### src/rtl/data_pipe_pkg.sv
// Shared definitions for the narrow/wide data pipe packer and unpacker.
// Counter width helper sized for lane indices 0..n-1.
package data_pipe_pkg;

  function automatic int pipe_cnt_w(input int n);
    return (n <= 2) ? 1 : $clog2(n);
  endfunction

endpackage

### src/rtl/data_pipe_oreg.sv
// One-entry valid/ready output register.
// Holds its payload stable while downstream stalls.
module data_pipe_oreg #(
  parameter int W = 8
) (
  input  logic         clock,
  input  logic         rst_n,
  input  logic         load_i,
  input  logic [W-1:0] data_i,
  input  logic         ready_i,
  output logic         vld_o,
  output logic [W-1:0] data_o,
  output logic         free_o
);

  logic         vld_q, vld_d;
  logic [W-1:0] data_q, data_d;

  always_comb begin
    vld_d  = vld_q;
    data_d = data_q;
    if (load_i) begin
      vld_d  = 1'b1;
      data_d = data_i;
    end else if (vld_q && ready_i) begin
      vld_d  = 1'b0;
    end
  end

  always_ff @(posedge clock or negedge rst_n) begin
    if (!rst_n) begin
      vld_q  <= 1'b0;
      data_q <= '0;
    end else begin
      vld_q  <= vld_d;
      data_q <= data_d;
    end
  end

  assign vld_o  = vld_q;
  assign data_o = data_q;
  assign free_o = !vld_q || ready_i;

endmodule

### src/rtl/data_pipe_1ton.sv
// Narrow-to-wide packer: first accepted word lands in the MS lane.
// wr_last flushes a partial group with a lane-valid mask.
module data_pipe_1ton
  import data_pipe_pkg::*;
#(
  parameter int DSIZE = 1,
  parameter int NSIZE = 8
) (
  input  logic                   clock,
  input  logic                   rst_n,
  input  logic [DSIZE-1:0]       wr_data,
  input  logic                   wr_vld,
  input  logic                   wr_last,
  output logic                   wr_ready,
  output logic [DSIZE*NSIZE-1:0] rd_data,
  output logic [NSIZE-1:0]       rd_keep,
  output logic                   rd_last,
  output logic                   rd_vld,
  input  logic                   rd_ready
);

  localparam int CNT_W = pipe_cnt_w(NSIZE);
  localparam int WW    = DSIZE * NSIZE;
  localparam int PW    = WW + NSIZE + 1;

  logic [CNT_W-1:0] cnt_q, cnt_d;
  logic [WW-1:0]    asm_q, asm_d;
  logic [WW-1:0]    merged;
  logic [NSIZE-1:0] keep;
  logic [CNT_W-1:0] lane;
  logic             free;
  logic             wr_fire;
  logic             close;
  logic [PW-1:0]    pay_o;

  assign wr_ready = rst_n && free;
  assign wr_fire  = wr_vld && wr_ready;
  assign close    = wr_fire &&
                    (wr_last || cnt_q == CNT_W'(NSIZE - 1));
  assign lane     = CNT_W'(NSIZE - 1) - cnt_q;

  always_comb begin
    merged = asm_q;
    keep   = '0;
    for (int k = 0; k < NSIZE; k++) begin
      if (k == int'(lane)) merged[DSIZE*k +: DSIZE] = wr_data;
      if (k >= int'(lane)) keep[k] = 1'b1;
    end
  end

  always_comb begin
    cnt_d = cnt_q;
    asm_d = asm_q;
    if (close) begin
      cnt_d = '0;
      asm_d = '0;
    end else if (wr_fire) begin
      cnt_d = cnt_q + CNT_W'(1);
      asm_d = merged;
    end
  end

  always_ff @(posedge clock or negedge rst_n) begin
    if (!rst_n) begin
      cnt_q <= '0;
      asm_q <= '0;
    end else begin
      cnt_q <= cnt_d;
      asm_q <= asm_d;
    end
  end

  data_pipe_oreg #(.W(PW)) u_oreg (
    .clock   (clock),
    .rst_n   (rst_n),
    .load_i  (close),
    .data_i  ({merged, keep, wr_last}),
    .ready_i (rd_ready),
    .vld_o   (rd_vld),
    .data_o  (pay_o),
    .free_o  (free)
  );

  assign rd_data = pay_o[PW-1 -: WW];
  assign rd_keep = pay_o[NSIZE:1];
  assign rd_last = pay_o[0];

endmodule
### config.mk
export PLATFORM = sky130hd
export DESIGN_NAME = data_pipe_1ton
export DESIGN_NICKNAME = d
export VERILOG_FILES = /design/src/rtl/data_pipe_pkg.sv /design/src/rtl/data_pipe_oreg.sv /design/src/rtl/data_pipe_1ton.sv
export SDC_FILE = /design/constraint.sdc
export NUM_CORES = 1
export LEC_CHECK = 0
export ABC_CLOCK_PERIOD_IN_PS = 3010
export CAP_MARGIN = 25
export CORE_ASPECT_RATIO = 1.5
export CORE_UTILIZATION = 35
export DETAILED_ROUTE_END_ITERATION = 6
export MAX_ROUTING_LAYER = met4
export PLACE_DENSITY = 0.58
export SYNTH_ARGS = -nofsm -noshare
export SYNTH_HDL_FRONTEND = slang
export SYNTH_SLANG_ARGS = --single-unit
### constraint.sdc
create_clock -name clock -period 3.01 [get_ports clock]
set_clock_uncertainty 0.15 [all_clocks]
set_input_delay 0.903 -clock clock [delete_from_list [all_inputs] [get_ports clock]]
set_output_delay 0.903 -clock clock [all_outputs]
set_load 0.01 [all_outputs]
==> summary.txt <==
IO Count: 25
Seq cells post-synth: 29
H-tree Lvls: 2
Clk root buf: clkbuf_8
CTS tree: built
# rows: 29
Outcome: finished, final reports clean
Hold buffer count at CTS: 0
Gate Count Post-Synth: 129
NumNets Final: 169
Global routing met3 resource utilization: 4.517%
Clock transition at the registers of the reported paths: 0.05 ns
Synthesized cell area: 1525 sq um
HPWL after detailed placement: 2.219 mm
Total congestion overflow: 0
Average vias per placed instance: 5.267
Post-synthesis cell type count: 31
Worst-Margin Slew: 0.4879 ns
Grt met1 use: 17.91%
# diodes: 0
Arrival @ worst endpoint: 1.90 ns
Synthesis Warnings: 0
Unrepaired setup endpoints after global routing: false
Average size of a mapped cell: 11.82 sq um
Clk_lat worst skew: 0.28 ns
Die X: 55.90 microns
Longest Clk Path Bufs: 2
Residual DRC: 0
Crit path kind: in2out
Initial antenna violation count: 0
Num CTS Buffers: 5
CP endpoint kind: output port
Pwr/cell area: 654.6 nW/um^2
First-pass GRT wire length: 5.444 mm
Final WL: 3.198 mm
GRT met2 Usage: 25.30%
Via count: 1064
Data required, critical path: 1.96 ns
Port Buffers: 24
Max-slew violations: 0
Hold WS: 0.3177 ns
Net Count, Synth: 141
Final core utilization: 44.59%
Hold Fails Final Rpt: 0
Die height: 82.85 microns
Final Cycle Share: 98.21%
Setup violations, final: 0
Initial Util: 36.24%
F_max: 338.3 MHz
Total clock sinks: 29
Layout cells sized above 1: 21.79%
Core area: 4209 sq um
Die area: 4631 sq um
Post-layout min period: 2.956 ns
GRT Util Overall: 15.70%
Leak Pwr: 0.8780 nW
Slew HR: 67.47%
Seq/Total Area, Yosys: 47.58%
Pre-Repair DR Iteration Count: 4
R2r setup slk: 0.57 ns
Wire per inst: 15.83 microns
GR peak layer: met2
Post-route cell area: 1877 sq um
Crit path max fanout: 2
Initial DRC Count: 36
Synth-to-layout area growth: 23.05%
Vias in the first global route: 1123
Post-route ant nets: 0
Max-cap violations: 0
Crit start category: input pin
Placer Congestion: 0.7855
Largest net degree at the start of global routing: 42
Resize count post-CTS: 1
Post-CTS Setup Bufs: 0
VDD IR max: 0.3591 mV
Cell area after placement: 1804 sq um
Worst Hold Class: reg2reg
through the flow:
step           power [mW]  TNS [ns]  worst slack [ns]  std cells
2_1_floorplan      0.7602         0            0.3810        129
6_report            1.229         0           0.05388        202
4_1_cts             1.243         0           0.03541        202
5_1_grt             1.304         0          0.002348        202
3_5_place_dp       0.9493   -0.1989           -0.1989        196
3_3_place_gp       0.9404   -0.2020           -0.2020        196
critical path, cell delays in order:
cell and delay, ns:
clkdlybuf4s50_1 0.39, nand2b_1 0.17, and2_1 0.16, dlygate4sd2_1 0.27
placed cells by master, fill, tap and decap left out, types with 2 or more instances in the layout:
cell type | netlist | layout
nor3b_1 | 2 | 2
ha_1 | 6 | 6
o2bb2ai_1 | 5 | 5
nand4_1 | 6 | 6
inv_1 | 8 | 8
nand2_1 | 7 | 7
buf_4 | 1 | 7
and2_1 | 2 | 2
nand2b_1 | 4 | 4
nor2b_1 | 2 | 2
mux2i_1 | 6 | 6
mux2_2 | 15 | 15
nor2_1 | 6 | 6
mux2_4 | 4 | 4
clkbuf_8 | 0 | 5
dfrtp_1 | 29 | 29
a211o_1 | 3 | 3
clkdlybuf4s50_1 | 0 | 22
o2111ai_1 | 3 | 3
sequential cells by signal (all words and copies together), names as in the netlist:
signal / count
cnt_q: 3
asm_q: 8
u_oreg.vld_o: 1
u_oreg.data_o: 17
cell families after synthesis:
logic type      share of synthesized area (%)
flops                                   47.58
buf+inv                                 6.316
mux                                     18.95
simple gates                            12.14
fa+ha+maj                               4.922
compound gates                          10.09
final cells by class:
class	count	area (sq um)
fill	402	2332
tap	46	57.56
clock buffer	5	68.82
sequential	29	725.7
clock inverter	1	5.005
timing repair buffer	31	286.5
multi-input combinational	82	703.2
inverter	8	30.03
Yosys cell counts (all sizes together):
cell type | count | area, sq um
dfrtp | 29 | 725.7
mux2 | 19 | 229.0
inv | 8 | 30.03
nand2 | 7 | 26.28
nand4 | 7 | 58.81
buf | 6 | 51.30
ha | 6 | 75.07
mux2i | 6 | 60.06
nor2 | 6 | 22.52
o2bb2ai | 5 | 43.79
clkbuf | 4 | 15.01
nand2b | 4 | 25.02
a211o | 3 | 26.28
o2111ai | 3 | 26.28
and2 | 2 | 12.51
nor2b | 2 | 12.51
nor3b | 2 | 15.01
a211oi | 1 | 7.510
a21oi | 1 | 5.000
a22o | 1 | 8.760
a311oi | 1 | 8.760
a31oi | 1 | 6.260
a32o | 1 | 10.01
and3 | 1 | 6.260
o21ai | 1 | 5.000
o22ai | 1 | 6.260
or2 | 1 | 6.260
final timing paths:
| kind | start | end | cells past startpoint |
|---|---|---|---|
| worst max-delay path | rd_ready | wr_ready | 4 |
| worst min-delay path | u_oreg.data_o[8] | u_oreg.data_o[8] | 1 |
| worst max register to register | cnt_q[1] | u_oreg.data_o[9] | 5 |
| worst min register to register | u_oreg.data_o[8] | u_oreg.data_o[8] | 1 |
| max in group asynchronous | rst_n | u_oreg.data_o[1] | 2 |
| min in group asynchronous | rst_n | asm_q[3] | 2 |
routing by layer:
layer  vias to the layer above  part of all wire (%)
met4                         0                   2.5
met3                         6                   4.1
met2                        20                    51
li1                        512                     -
met1                       526                    43
met5                         -                     0
power by group:
| part | internal, mW | switching (mW) |
|---|---|---|
| Sequential | 0.469 | 0.0517 |
| Clock | 0.151 | 0.136 |
| Combinational | 0.231 | 0.190 |
No activity file was read; power rests on OpenSTA's default activity.
